### config.mk
export PLATFORM = sky130hd
export DESIGN_NAME = tpumac_pipe
export DESIGN_NICKNAME = d
export VERILOG_FILES = /design/src/rtl/tpumac_pkg.sv /design/src/rtl/tpumac_mulpipe.sv /design/src/rtl/tpumac_pipe.sv
export SDC_FILE = /design/constraint.sdc
export NUM_CORES = 1
export LEC_CHECK = 0
export ABC_CLOCK_PERIOD_IN_PS = 7100
export BUFFER_PORTS_ARGS = -buffer_cell sky130_fd_sc_hd__buf_2
export CORE_AREA = 2 2 106 108
export CTS_BUF_LIST = sky130_fd_sc_hd__clkbuf_2
export DETAILED_ROUTE_END_ITERATION = 10
export DIE_AREA = 0 0 108 110
export HOLD_SLACK_MARGIN = 0.03
export MAX_ROUTING_LAYER = met4
export PLACE_DENSITY = 0.83
export SYNTH_ARGS = -nofsm -noshare
export SYNTH_HDL_FRONTEND = slang
export SYNTH_SLANG_ARGS = --single-unit
### constraint.sdc
create_clock -name clk -period 7.1 [get_ports clk]
set_input_delay 0.71 -clock clk [delete_from_list [all_inputs] [get_ports clk]]
set_output_delay 0.71 -clock clk [all_outputs]
set_load 0.03 [all_outputs]
### src/rtl/tpumac_pkg.sv
// Shared types and the saturating-add helper for the pipelined systolic MAC cell.
// Sums are evaluated at a fixed wide width so one function serves any accumulator size.
package tpumac_pkg;

    typedef enum logic [1:0] {
        MODE_MAC   = 2'b00,
        MODE_MSUB  = 2'b01,
        MODE_CLEAR = 2'b10,
        MODE_RSVD  = 2'b11
    } mode_t;

    // Widest accumulator the helper can serve; the sum carries one guard bit on top.
    localparam int SUM_MAX_W = 64;

    typedef struct packed {
        logic signed [SUM_MAX_W-1:0] value;
        logic                        ovf;
    } sat_t;

    // Range-check a sum against a bits_c-wide signed accumulator, clamping or wrapping.
    function automatic sat_t sat_add(input logic signed [SUM_MAX_W:0] sum,
                                     input int                        bits_c,
                                     input bit                        saturate);
        logic signed [SUM_MAX_W:0] one;
        logic signed [SUM_MAX_W:0] hi;
        logic signed [SUM_MAX_W:0] lo;
        sat_t                      res;
        one    = '0;
        one[0] = 1'b1;
        hi     = (one <<< (bits_c - 1)) - one;
        lo     = -(one <<< (bits_c - 1));
        res.ovf = (sum > hi) || (sum < lo);
        if (saturate && (sum > hi)) begin
            res.value = hi[SUM_MAX_W-1:0];
        end else if (saturate && (sum < lo)) begin
            res.value = lo[SUM_MAX_W-1:0];
        end else begin
            res.value = sum[SUM_MAX_W-1:0];
        end
        return res;
    endfunction

endpackage

### src/rtl/tpumac_mulpipe.sv
// Product pipeline: STAGES-deep shift register of {valid, mode, product}.
// Holds completely while i_en is low; rst flushes the valid bits only.
module tpumac_mulpipe
    import tpumac_pkg::*;
#(
    parameter  int BITS_AB = 8,
    parameter  int STAGES  = 2,
    localparam int PROD_W  = 2 * BITS_AB
) (
    input  logic                      clk,
    input  logic                      rst,
    input  logic                      i_en,
    input  logic                      i_valid,
    input  mode_t                     i_mode,
    input  logic signed [BITS_AB-1:0] i_a,
    input  logic signed [BITS_AB-1:0] i_b,
    output logic                      o_valid,
    output mode_t                     o_mode,
    output logic signed [PROD_W-1:0]  o_prod,
    output logic                      o_busy
);

    logic        [STAGES-1:0] r_valid;
    mode_t                    r_mode [STAGES];
    logic signed [PROD_W-1:0] r_prod [STAGES];

    logic signed [PROD_W-1:0] w_a_ext;
    logic signed [PROD_W-1:0] w_b_ext;

    assign w_a_ext = PROD_W'(i_a);
    assign w_b_ext = PROD_W'(i_b);

    // NOTE: sequential state uses <= so every stage samples its neighbour's pre-edge value.
    always_ff @(posedge clk) begin
        if (rst) begin
            r_valid <= '0;
        end else if (i_en) begin
            r_valid[0] <= i_valid;
            for (int s = 1; s < STAGES; s++) begin
                r_valid[s] <= r_valid[s-1];
            end
        end
    end

    // NOTE: payload is not reset; it is ignored whenever its valid bit is clear.
    always_ff @(posedge clk) begin
        if (i_en) begin
            r_mode[0] <= i_mode;
            r_prod[0] <= w_a_ext * w_b_ext;
            for (int s = 1; s < STAGES; s++) begin
                r_mode[s] <= r_mode[s-1];
                r_prod[s] <= r_prod[s-1];
            end
        end
    end

    assign o_valid = r_valid[STAGES-1];
    assign o_mode  = r_mode[STAGES-1];
    assign o_prod  = r_prod[STAGES-1];
    assign o_busy  = |r_valid;

endmodule

### src/rtl/tpumac_pipe.sv
// Pipelined systolic MAC cell: one-cycle operand forwarding, MUL_STAGES product pipeline,
// accumulator with MAC/MSUB/CLEAR, optional saturation, sticky overflow and valid tagging.
module tpumac_pipe
    import tpumac_pkg::*;
#(
    parameter int BITS_AB    = 8,
    parameter int BITS_C     = 16,
    parameter int MUL_STAGES = 2,
    parameter bit SATURATE   = 1'b1
) (
    input  logic                      clk,
    input  logic                      rst,
    input  logic                      en,
    input  logic                      WrEn,
    input  logic                      valid_in,
    input  logic [1:0]                mode,
    input  logic                      ovf_clr,
    input  logic signed [BITS_AB-1:0] Ain,
    input  logic signed [BITS_AB-1:0] Bin,
    input  logic signed [BITS_C-1:0]  Cin,
    output logic signed [BITS_AB-1:0] Aout,
    output logic signed [BITS_AB-1:0] Bout,
    output logic signed [BITS_C-1:0]  Cout,
    output logic                      valid_out,
    output logic                      busy,
    output logic                      ovf
);

    localparam int PROD_W = 2 * BITS_AB;
    localparam int EXT_W  = SUM_MAX_W + 1;

    if (BITS_C < 2 * BITS_AB) begin : g_chk_width
        $error("tpumac_pipe: BITS_C must be at least 2*BITS_AB");
    end
    if (BITS_C >= SUM_MAX_W) begin : g_chk_max
        $error("tpumac_pipe: BITS_C exceeds the saturation helper width");
    end
    if ((MUL_STAGES < 1) || (MUL_STAGES > 3)) begin : g_chk_stages
        $error("tpumac_pipe: MUL_STAGES must be 1..3");
    end

    logic                     w_ret_valid;
    mode_t                    w_ret_mode;
    logic signed [PROD_W-1:0] w_ret_prod;
    logic                     w_retire;
    logic signed [EXT_W-1:0]  w_acc_ext;
    logic signed [EXT_W-1:0]  w_prod_ext;
    logic signed [EXT_W-1:0]  w_sum_ext;
    sat_t                     w_sat;
    logic                     w_unused_hi;

    tpumac_mulpipe #(
        .BITS_AB (BITS_AB),
        .STAGES  (MUL_STAGES)
    ) u_mulpipe (
        .clk     (clk),
        .rst     (rst),
        .i_en    (en),
        .i_valid (valid_in),
        .i_mode  (mode_t'(mode)),
        .i_a     (Ain),
        .i_b     (Bin),
        .o_valid (w_ret_valid),
        .o_mode  (w_ret_mode),
        .o_prod  (w_ret_prod),
        .o_busy  (busy)
    );

    assign w_retire   = en & w_ret_valid;
    assign w_acc_ext  = {{(EXT_W - BITS_C){Cout[BITS_C-1]}}, Cout};
    assign w_prod_ext = {{(EXT_W - PROD_W){w_ret_prod[PROD_W-1]}}, w_ret_prod};

    // NOTE: default assignment first so no path through the case leaves w_sum_ext latched.
    always_comb begin
        w_sum_ext = w_acc_ext + w_prod_ext;
        case (w_ret_mode)
            MODE_MSUB:  w_sum_ext = w_acc_ext - w_prod_ext;
            MODE_CLEAR: w_sum_ext = '0;
            default:    w_sum_ext = w_acc_ext + w_prod_ext;
        endcase
    end

    assign w_sat       = sat_add(w_sum_ext, BITS_C, SATURATE);
    assign w_unused_hi = ^w_sat.value[SUM_MAX_W-1:BITS_C];

    always_ff @(posedge clk) begin
        if (rst) begin
            Aout      <= '0;
            Bout      <= '0;
            Cout      <= '0;
            valid_out <= 1'b0;
            ovf       <= 1'b0;
        end else begin
            if (en) begin
                Aout <= Ain;
                Bout <= Bin;
            end
            // A preload wins over a retiring product, which is then dropped.
            valid_out <= w_retire & ~WrEn;
            if (WrEn) begin
                Cout <= Cin;
            end else if (w_retire) begin
                Cout <= w_sat.value[BITS_C-1:0];
            end
            if (w_retire && !WrEn && w_sat.ovf) begin
                ovf <= 1'b1;
            end else if (ovf_clr) begin
                ovf <= 1'b0;
            end
        end
    end

endmodule

### Word level (Yosys, flattened, before mapping)

Memories as Yosys holds them, arrays and structs flattened.
Index checks and enable logic that the tools add are counted.

* bits in registers: 36
* RAM bits: 36
* input port bits: 40
* output and inout port bits: 35
* word-level logic and storage cells: 34
* memories kept: 2

* $add $sub $neg: 2
* $mul: 1
* order comparisons: 2
* equality and inequality tests: 2
* mux-type cells: 9
* bitwise logic cells: 3
* reduce and logical (&&, ||, !) cells: 7

Memory list
* u_mulpipe.r_prod: words 2, bits a word 16, read ports 2, clocked after memory_dff 0, wr ports 2, line tpumac_mulpipe.sv:25 `logic signed [PROD_W-1:0] r_prod [STAGES];`
* u_mulpipe.r_mode: words 2, bits a word 2, read ports 2, clocked after memory_dff 0, wr ports 2, line tpumac_mulpipe.sv:24 `mode_t r_mode [STAGES];`

Operator list (number)
* 65-bit case mux with 2 select lines: 1
* 65-bit by 16-bit greater-than comparator with 1-bit output, second input constant: 1
* 65-bit by 16-bit less-than comparator with 1-bit output, second input constant: 1
* 16-bit 2-to-1 mux: 4
* 16-bit by 16-bit adder with 17-bit output: 1
* 16-bit by 16-bit subtractor with 17-bit output: 1
* 8-bit by 8-bit multiplier with 16-bit output: 1
* 1-bit 2-to-1 mux: 4
* 2-bit nonzero test: 2
* 1-bit bitwise AND: 2
* 2-bit by 1-bit equality test with 1-bit output, second input constant: 1
* 2-bit equality test, second input constant: 1
* 1-bit logical AND: 2
* 2-bit OR reduction: 1
* 1-bit logical NOT: 1
* 1-bit logical OR: 1
* 1-bit NOT: 1

### Logic depth before layout (Yosys ltp)

An unclocked memory read counts as a cell.

* depth in word-level cells: 8
* depth in mapped cells: 19

### By module

From an unflattened synthesis, not the netlist that was laid out.

* cells, all modules: 650
* area, all modules: 6389.9 um^2

By module, submodules not included
* tpumac_mulpipe: times used 1, cells an instance 350, area each 3822.4 um^2, seq. area each 1121.1 um^2
* tpumac_pipe: times used 1, cells an instance 300, area each 2567.5 um^2, seq. area each 680.7 um^2

### Worst setup path before layout

OpenSTA, ideal clock, no wires.

* kind: in2reg
* from: input port Bin[6]
* to: memory u_mulpipe.r_prod[0][15] (netlist bit) (data pin)
* data arrival time: 4.298 ns
* required time: 6.840 ns
* path slack: 2.542 ns
* stages on the path: 13
* path buffers: 1
* cell sequence: clkbuf_1 > nand2_1 > fa_1 > fa_1 > inv_1 > fa_1 > fa_1 > ha_1 > nor2b_1 > nor4_1 > nor3_1 > o31a_1 > xnor2_1

RTL lines
* start: declaration: line tpumac_pipe.sv:19 `input logic signed [BITS_AB-1:0] Bin,`
* end: declaration: line tpumac_mulpipe.sv:25

==> results.md <==
* Cells after Synth at 645
* Largest net degree at the start of global routing at 57
* Largest family of logic cells by synthesized area: adder cells
* Hold Crit Class: in -> reg
* Vias in the first global route at 4,896
* Ys async rst share at 0%
* H-tree depth at 3
* CTS tree: done
* Fmax at 227 MHz
* Clock latency on the worst-skew pair at 530 ps
* Dpl hpwl at 10,400 um
* Critical Path RT at 7390 ps
* I/O pin total at 75
* ANT cells at 0
* Adder-Cell Fraction of Synth Area at 27.2%
* Post-synth top flop: edfxtp_1
* DRC viols at 0
* Hold depth at 1
* WL/cell at 15.1 um
* Synth area leader: fa_1
* Slew HR at 32.9%
* GRT overflow at 0
* Fillers at 881
* CTS Buffer Depth at 2
* Syn nets at 787
* Worst Tran Pin Value at 1010 ps
* Min cycle time layout at 4410 ps
* VDD IR-drop max at 157 uV
* Initial Util at 58.4%
* #FFs+latches synth at 72
* Hold slack at 349 ps
* Leakage at 0.00316 uW
* Vias at 4,806
* Cell variety after synth at 57
* Final worst-path cycle share at 62.2%
* Die X at 108 um
* CP Launch Type: input port
* Layout cells sized above 1 at 14.9%
* Register area at 1800 sq um
* Post-cts resize count at 0
* Share of the synthesized area in the top cell type at 17.9%
* CORE AREA at 10,700 sq um
* Synthesized area at 6250 sq um
* Port buffer count at 74
* Synth Warn # at 0
* Max-cap violations at 0
* Row Count at 38
* DRT iter0 DRCs at 224
* GRT Resource Usage Total at 24.2%
* Placed Instances at 843
* Root buffer cell: clkbuf_2
* Syn-to-layout area delta at 9.21%
* Status: complete, no violations
* First-pass GRT wire length at 22,100 um
* Post-synthesis mux area share at 2.88%
* Slew Viols, Final at 0
* Area of the multi-input gates at 4080 sq um
* Unrepaired setup endpoints after global routing: no
* Setup TNS at 0 ps
* # clock sinks at 72
* Worst EP arrival at 4700 ps
* TritonCTS Buffers at 9
* Post-Route WL at 13,000 um
* Hold buffers post-CTS at 0
* Critical Path End Type: register
* Initial antenna violation count at 0
* Vias per std cell at 5.59
* Critical R2R Launch: u_mulpipe.r_prod[0][21]
* Tot Pwr at 2450 uW
* Synth Area in Compound Gates at 12.8%
* Post-route insts no fill at 859
* Post-CTS Setup Inserts at 0
* Setup ws final at 2690 ps
* CP max FO at 9
* Post-Synth Simple-Gate Area at 16.1%
* Synth area leaders: fa_1 18%, edfxtp_1 17%, dfxtp_1 12%
* Cells on worst reg2reg path at 11
* Dpl ws at 2200 ps
* Critical path type: in -> reg
* Setup violations, final at 0
* Detail Route Antenna Nets at 0
* Final hold violations at 0
* Post-Synth XOR/XNOR Area at 6.47%
* Drt first pass iters at 4
* Worst r2r dst: Cout[3]
* Total Nets Final at 856
* Mean Syn Cell Area at 9.69 sq um
* Clock Skews at 24.3 ps
* Number of synthesized flops with an enable pin at 36
* Hold path start: mode[1]
* Die Y-Extent at 110 um
* Worst Hold End: u_mulpipe.r_mode[0][1]
* Pwr per Cell Area at 360 nW/um^2
* R2r setup slk at 2780 ps
* Die area at 11,900 sq um
* Register area share after synthesis at 28.8%
* Clock-pin slew on the worst setup and hold paths at 200 ps
* Placer Congestion at 0.932
==> sequential cells by signal, summed over array words and instances (netlist names) <==
| signal | count |
|---|---|
| u_mulpipe.r_prod | 32 |
| Cout | 16 |
| Aout | 8 |
| Bout | 8 |
| u_mulpipe.r_mode | 4 |
| u_mulpipe.r_valid | 2 |
| ovf | 1 |
| valid_out | 1 |
==> cells in the mapped netlist, types with 5 or more instances <==
cell type,count
a31oi_1,9
and2_1,41
edfxtp_1,36
dfxtp_1,36
o21a_1,6
a22oi_1,8
nand3b_1,5
nand2b_1,12
or2_2,7
inv_1,77
xor2_1,17
nor2b_1,8
o31ai_1,9
ha_1,46
nor2_1,50
o311ai_1,5
nand3_1,9
xnor2_1,26
clkbuf_1,13
nor3_1,10
fa_1,56
a21o_1,7
mux2i_1,18
a21oi_1,24
o21ai_0,30
nand2_1,35
==> report_power, final <==
part	total [uW]	switching (uW)	internal, uW
clock network	205	157	48.3
registers	666	68.4	597
logic	1580	924	659
==> area by class of cell <==
cell class	count	area share [%]
Clock buffer	10	0.734
Inverter	77	4.24
Sequential cell	72	26.4
Clock inverter	6	0.660
Tap cell	140	2.57
Multi-Input combinational cell	479	59.9
Timing Repair Buffer	75	5.54
==> metal layers <==
layer | GRT usage [%] | part of all wire (%)
met1 | 27.1 | 42
met2 | 44.3 | 51
met3 | 4.17 | 4.8
met4 | 7.60 | 2.0
met5 | - | 0
==> how the worst max path moves through the flow <==
stage | startpoint | endpoint | slack, ps | cells past startpoint
floorplan | Bin[6] | u_mulpipe.r_prod[0][15] | 2540 | 13
finish | Ain[1] | u_mulpipe.r_prod[0][15] | 2690 | 15
global placement | Ain[1] | u_mulpipe.r_prod[0][14] | 2400 | 16
detailed placement | Ain[0] | u_mulpipe.r_prod[0][15] | 2200 | 13
CTS | u_mulpipe.r_prod[0][20] | Cout[3] | 2810 | 12
global route | u_mulpipe.r_prod[0][18] | Cout[2] | 2350 | 12
==> kinds of logic after synthesis <==
logic type | Yosys count
compound gates | 121
xor+xnor | 44
fa+ha+maj | 102
buf+inv | 94
flops | 72
mux | 18
simple gates | 194
==> placed cells by master (no fill, tap or decap), types with 3 or more instances in the layout <==
cell | synthesis | routed
nand2b_1 | 12 | 12
o311ai_1 | 5 | 5
nand2_1 | 35 | 35
fa_1 | 56 | 56
a21o_1 | 7 | 7
dfxtp_1 | 36 | 36
buf_2 | 1 | 74
a31oi_1 | 9 | 9
o21a_1 | 6 | 6
clkinvlp_4 | 0 | 3
or3_1 | 3 | 3
o31a_1 | 3 | 3
nand3b_1 | 5 | 5
and2_1 | 41 | 41
a22oi_1 | 8 | 8
clkbuf_2 | 0 | 10
mux2i_1 | 18 | 18
o31ai_1 | 9 | 9
edfxtp_1 | 36 | 36
a21oi_1 | 24 | 24
nor4_1 | 3 | 3
inv_1 | 77 | 77
nor2b_1 | 8 | 8
ha_1 | 46 | 46
or2_2 | 7 | 7
xnor2_1 | 26 | 26
nand3_1 | 9 | 9
o21ai_0 | 30 | 30
xor2_1 | 17 | 17
nor3_1 | 10 | 10
nor2_1 | 50 | 50
==> per-stage QoR <==
step                      utilization (%)  instance area [sq um]
after floorplan                         -                   6250
after global placement               62.9                   6730
after detailed placement             62.9                   6730
after CTS                            63.8                   6820
after global routing                 63.8                   6820
final                                63.8                   6820
==> worst max-delay path: stages <==
cell	delay, ps
buf_2	150
and2_1	190
fa_1	420
inv_1	90
fa_1	400
fa_1	470
fa_1	540
inv_1	40
ha_1	320
a21oi_1	220
nor2b_1	90
nor4_1	430
nor3_1	160
o31a_1	340
xnor2_1	130
Note: power is estimated with default switching activity, not from simulation.
